`src/rtl/alu_issue.sv`:
```
// alu_issue: one-entry operand stage feeding an external ALU,
// followed by a 2-entry response FIFO with valid/ready on both ends.
module alu_issue (
  input  logic        clk,
  input  logic        rst_n,
  input  logic        req_valid,
  output logic        req_ready,
  input  logic [31:0] req_a,
  input  logic [31:0] req_b,
  input  logic [3:0]  req_op,
  input  logic [3:0]  req_tag,
  output logic [31:0] alu_a,
  output logic [31:0] alu_b,
  output logic [3:0]  alu_op,
  input  logic [31:0] alu_res,
  output logic        rsp_valid,
  input  logic        rsp_ready,
  output logic [31:0] rsp_res,
  output logic [3:0]  rsp_tag,
  output logic        rsp_err
);

  logic        s1_v;
  logic [31:0] s1_a;
  logic [31:0] s1_b;
  logic [3:0]  s1_op;
  logic [3:0]  s1_tag;
  logic        s1_err;

  logic [1:0][31:0] f_res;
  logic [1:0][3:0]  f_tag;
  logic [1:0]       f_err;
  logic             wptr;
  logic             rptr;
  logic [1:0]       cnt;

  logic pop;
  logic adv;
  logic acc;

  assign pop       = rsp_valid & rsp_ready;
  assign adv       = s1_v & ((cnt != 2'd2) | pop);
  assign req_ready = ~s1_v | adv;
  assign acc       = req_valid & req_ready;

  // Opcodes A..F are flagged but still executed.
  assign s1_err = s1_op[3] & (s1_op[2:0] >= 3'd2);

  assign alu_a  = s1_v ? s1_a  : 32'd0;
  assign alu_b  = s1_v ? s1_b  : 32'd0;
  assign alu_op = s1_v ? s1_op : 4'd0;

  assign rsp_valid = (cnt != 2'd0);
  assign rsp_res   = rsp_valid ? f_res[rptr] : 32'd0;
  assign rsp_tag   = rsp_valid ? f_tag[rptr] : 4'd0;
  assign rsp_err   = rsp_valid & f_err[rptr];

  // Operand stage: reload on accept, empty when it drains with no refill.
  always_ff @(posedge clk or negedge rst_n) begin
    if (!rst_n) begin
      s1_v   <= 1'b0;
      s1_a   <= 32'd0;
      s1_b   <= 32'd0;
      s1_op  <= 4'd0;
      s1_tag <= 4'd0;
    end else if (acc) begin
      s1_v   <= 1'b1;
      s1_a   <= req_a;
      s1_b   <= req_b;
      s1_op  <= req_op;
      s1_tag <= req_tag;
    end else if (adv) begin
      s1_v   <= 1'b0;
    end
  end

  // Response FIFO: captures the ALU result as the operand stage advances.
  always_ff @(posedge clk or negedge rst_n) begin
    if (!rst_n) begin
      f_res <= '0;
      f_tag <= '0;
      f_err <= '0;
      wptr  <= 1'b0;
      rptr  <= 1'b0;
      cnt   <= 2'd0;
    end else begin
      if (adv) begin
        f_res[wptr] <= alu_res;
        f_tag[wptr] <= s1_tag;
        f_err[wptr] <= s1_err;
        wptr        <= ~wptr;
      end
      if (pop) begin
        rptr <= ~rptr;
      end
      unique case ({adv, pop})
        2'b10:   cnt <= cnt + 2'd1;
        2'b01:   cnt <= cnt - 2'd1;
        default: cnt <= cnt;
      endcase
    end
  end

endmodule

```
`config.mk`:
```
export PLATFORM = sky130hd
export DESIGN_NAME = alu_issue
export DESIGN_NICKNAME = d
export VERILOG_FILES = /design/src/rtl/alu_issue.sv
export SDC_FILE = /design/constraint.sdc
export NUM_CORES = 1
export LEC_CHECK = 0
export CAP_MARGIN = 20
export CORE_UTILIZATION = 30
export DETAILED_ROUTE_END_ITERATION = 7
export GPL_ROUTABILITY_DRIVEN = 0
export PLACE_DENSITY = 0.55
export SLEW_MARGIN = 20
export SYNTH_ARGS = -nofsm -noshare
export SYNTH_HDL_FRONTEND = slang
export SYNTH_SLANG_ARGS = --single-unit
```
`constraint.sdc`:
```
create_clock -name clk -period 1.85 [get_ports clk]
set_clock_uncertainty 0.2 [all_clocks]
set_input_delay 0.2775 -clock clk [delete_from_list [all_inputs] [get_ports clk]]
set_output_delay 0.2775 -clock clk [all_outputs]
set_load 0.005 [all_outputs]
```
==> reports/results.txt <==
Outcome = finished with violations
Failing checks = design-rule violations, negative setup slack
Period utilization = 1.106
Slew Limit Fails = 0
CTS max path bufs = 2
CP Data Arrival Time = 2.14 ns
Slew headroom = 0.6920
Synth area leader = dfrtp_1
Synth area leaders = dfrtp_1, mux2_2, mux2_4
Worst-margin pin slew = 0.4619 ns
Die Span Y = 152.3 um
WL met1 = 8249 um
Cts bufs inserted = 17
IO Port Bufs = 214
Top-area cell type share of the netlist area = 0.5577
CP Max Fanout = 7
CP startpoint kind = register
Initial Util = 0.3085
Pre-Repair DR Iteration Count = 7
Global route overflow = 0
Min Tclk post-route = 2.047 ns
Reg-to-Reg Start = s1_v
PwrDens = 1529 nW/um2
Clk root buf = clkbuf_16
Peak VDD IR = 0.5481 mV
Share of cells above drive strength 1 = 0.5443
Max H-tree Level = 4
Worst-skew pair later-pin latency = 0.41 ns
Library cells used by synthesis = 22
Via count = 4,774
Min Hold Slack = 0.1751 ns
Setup WS post-layout = -0.1969 ns
DRC violations left = 20
Logic pwr share = 0.447
Final core utilization = 0.4968
Switching Fraction = 0.2948
Met2 WL post-DR = 9491 um
Net switching power figure = 4.917 mW
Cell area after synthesis = 6775 um2
Setup crit end kind = register
Initial antenna violation count = 2
WL/cell = 18.84 um
Rows = 54
Dpl ws = -0.4005 ns
ANT nets after route = 0
Total die area = 23,190 um2
Leakage = 5.022 nW
Via-to-Cell Ratio = 4.551
Flop2flop setup slack = -0.20 ns
DRT Wirelength = 19,760 um
Mapped Cells = 487
Met3 WL post-DR = 1806 um
CTS clk-pin slew, worst paths = 0.06 ns
TritonCTS clock tree = done
Max-Cap Viols = 0
Crit Reg-Reg Endpoint = f_res[5]
Flops & latches, synth = 151
Std-Cell Core Area = 21,960 um2
Reg power frac = 0.312
Top Layer Used = met4
Vias in the first global route = 5,387
Max Fclk = 488.5 MHz
Initial DRC count = 115
CP required = 1.95 ns
Synth Net Count = 596
Largest net degree at the start of global routing = 47
GRT Total Usage = 0.1679
Final setup violation count = 207
Internal power = 11.76 mW
Syn_area_per_cell = 13.91 um2
HPWL after DPL = 11,940 um
Hold Path Class = input port to async pin
Yosys warnings = 0
RSZ-0062 raised after global routing = yes
Nets = 864
Area grow syn2layout = 61.00%
Die W = 152.3 um
Register area share after synthesis = 0.5577
First-pass GRT wire length = 30,160 um
R2r worst-path depth = 7
PnR Total Power = 16.68 mW
Crit path kind = register to register
Clock share of power = 0.241
Clock Sink Count = 151
Fin. Hold Viols = 0
Num ports = 215
area by class of cell:
type                            instances  area, um2
Antenna cell                            1      2.502
Clock buffer                           18      439.2
Clock inverter                         14      246.5
Fill cell                            1906      11050
Inverter                                1      3.754
Multi-Input combinational cell        305       3196
Sequential cell                       151       3782
Tap cell                              280      350.3
Timing Repair Buffer                  279       2888
how the worst max path moves through the flow:
stage                  endpoint  slack [ns]  depth (start not counted)  startpoint
floorplan             f_res[10]      -0.003                          5      cnt[0]
detailed placement    f_res[19]       -0.40                          5   rsp_ready
global route        rsp_res[18]       -0.26                          5        rptr
global placement      f_res[30]       -0.38                          5   rsp_ready
CTS                   alu_b[22]       -0.25                          5        s1_v
finish                 f_res[5]       -0.20                          7        s1_v
sequential cells by signal, indices dropped and copies added (netlist names):
signal  count
cnt         2
f_err       2
f_res      64
f_tag       8
rptr        1
s1_a       32
s1_b       32
s1_op       4
s1_tag      4
s1_v        1
wptr        1
metrics by stage:
stage,setup TNS (ns),instances,instance area [um2]
2_1_floorplan,-0.07910,487,6797
3_3_place_gp,-48.15,978,9453
3_5_place_dp,-51.17,978,9453
4_1_cts,-28.09,1040,10450
5_1_grt,-35.27,1048,10910
6_report,-20.93,1049,10910
worst max-delay path: stages (launching register included):
cell and delay (ns):
dfrtp_2 0.41, buf_6 0.14, buf_16 0.12, buf_12 0.13, buf_6 0.11, and3b_4 0.32, clkbuf_16 0.20, mux2_4 0.31
synth_stat cells (all sizes together):
library cell and instances:
nand2b 1, o21a 1, nand2 2, nor2 39, clkbuf 12, ha 1, buf 18, xor2 2
inv 1, and3b 1, nand4bb 1, or3b 1, mux2 146, dfrtp 151, mux2i 37, and3 1
and2 69, xnor2 3
cell usage in the layout (no fill, tap or decap), drive strengths merged:
master,Yosys,layout
nand4bb,1,1
mux2i,37,37
clkinv,0,4
and3b,1,1
and2,69,69
nand2,2,2
nand2b,1,1
xnor2,3,3
nor2,39,39
inv,1,3
or3b,1,1
o21a,1,1
dlygate4sd3,0,1
xor2,2,2
clkinvlp,0,2
and3,1,1
clkbuf,12,41
diode,0,1
bufinv,0,6
clkdlybuf4s15,0,2
mux2,146,146
ha,1,1
clkdlybuf4s50,0,106
dfrtp,151,151
buf,18,147
what timing repair did:
action                                  CTS  global route
hold buffers                              1             0
gates resized for setup                 429           169
endpoints found under the hold margin   122             0
gates cloned                              8             8
endpoints found under the setup margin  231           254
pin swaps                                24            23
setup buffers                            23             4
power by group through the flow:
stage	combinational [mW]	clock [mW]	sequential (mW)
5_1_grt	8.00	4.25	5.35
3_3_place_gp	6.20	0	5.12
6_report	7.45	4.02	5.20
4_1_cts	6.68	4.11	5.13
3_5_place_dp	6.34	0	5.18
2_1_floorplan	3.40	0	4.93
cell families after synthesis:
logic type,count (synthesis),share of synthesized area
adder cells (fa/ha/maj),1,0.001846
multiplexers,183,0.3139
AND/OR/NAND/NOR,115,0.09252
AO/OA/AOI/OAI,1,0.001108
flip-flops,151,0.5577
buffers and inverters,31,0.02641
XOR/XNOR,5,0.006465
metal layers:
layer | GRT usage | up-vias
met3 | 0.07053 | 17
met4 | 0.05151 | 0
met5 | 0 | -
li1 | - | 2195
met2 | 0.2739 | 167
met1 | 0.2009 | 2395
Power figures use the tool's default switching activity.
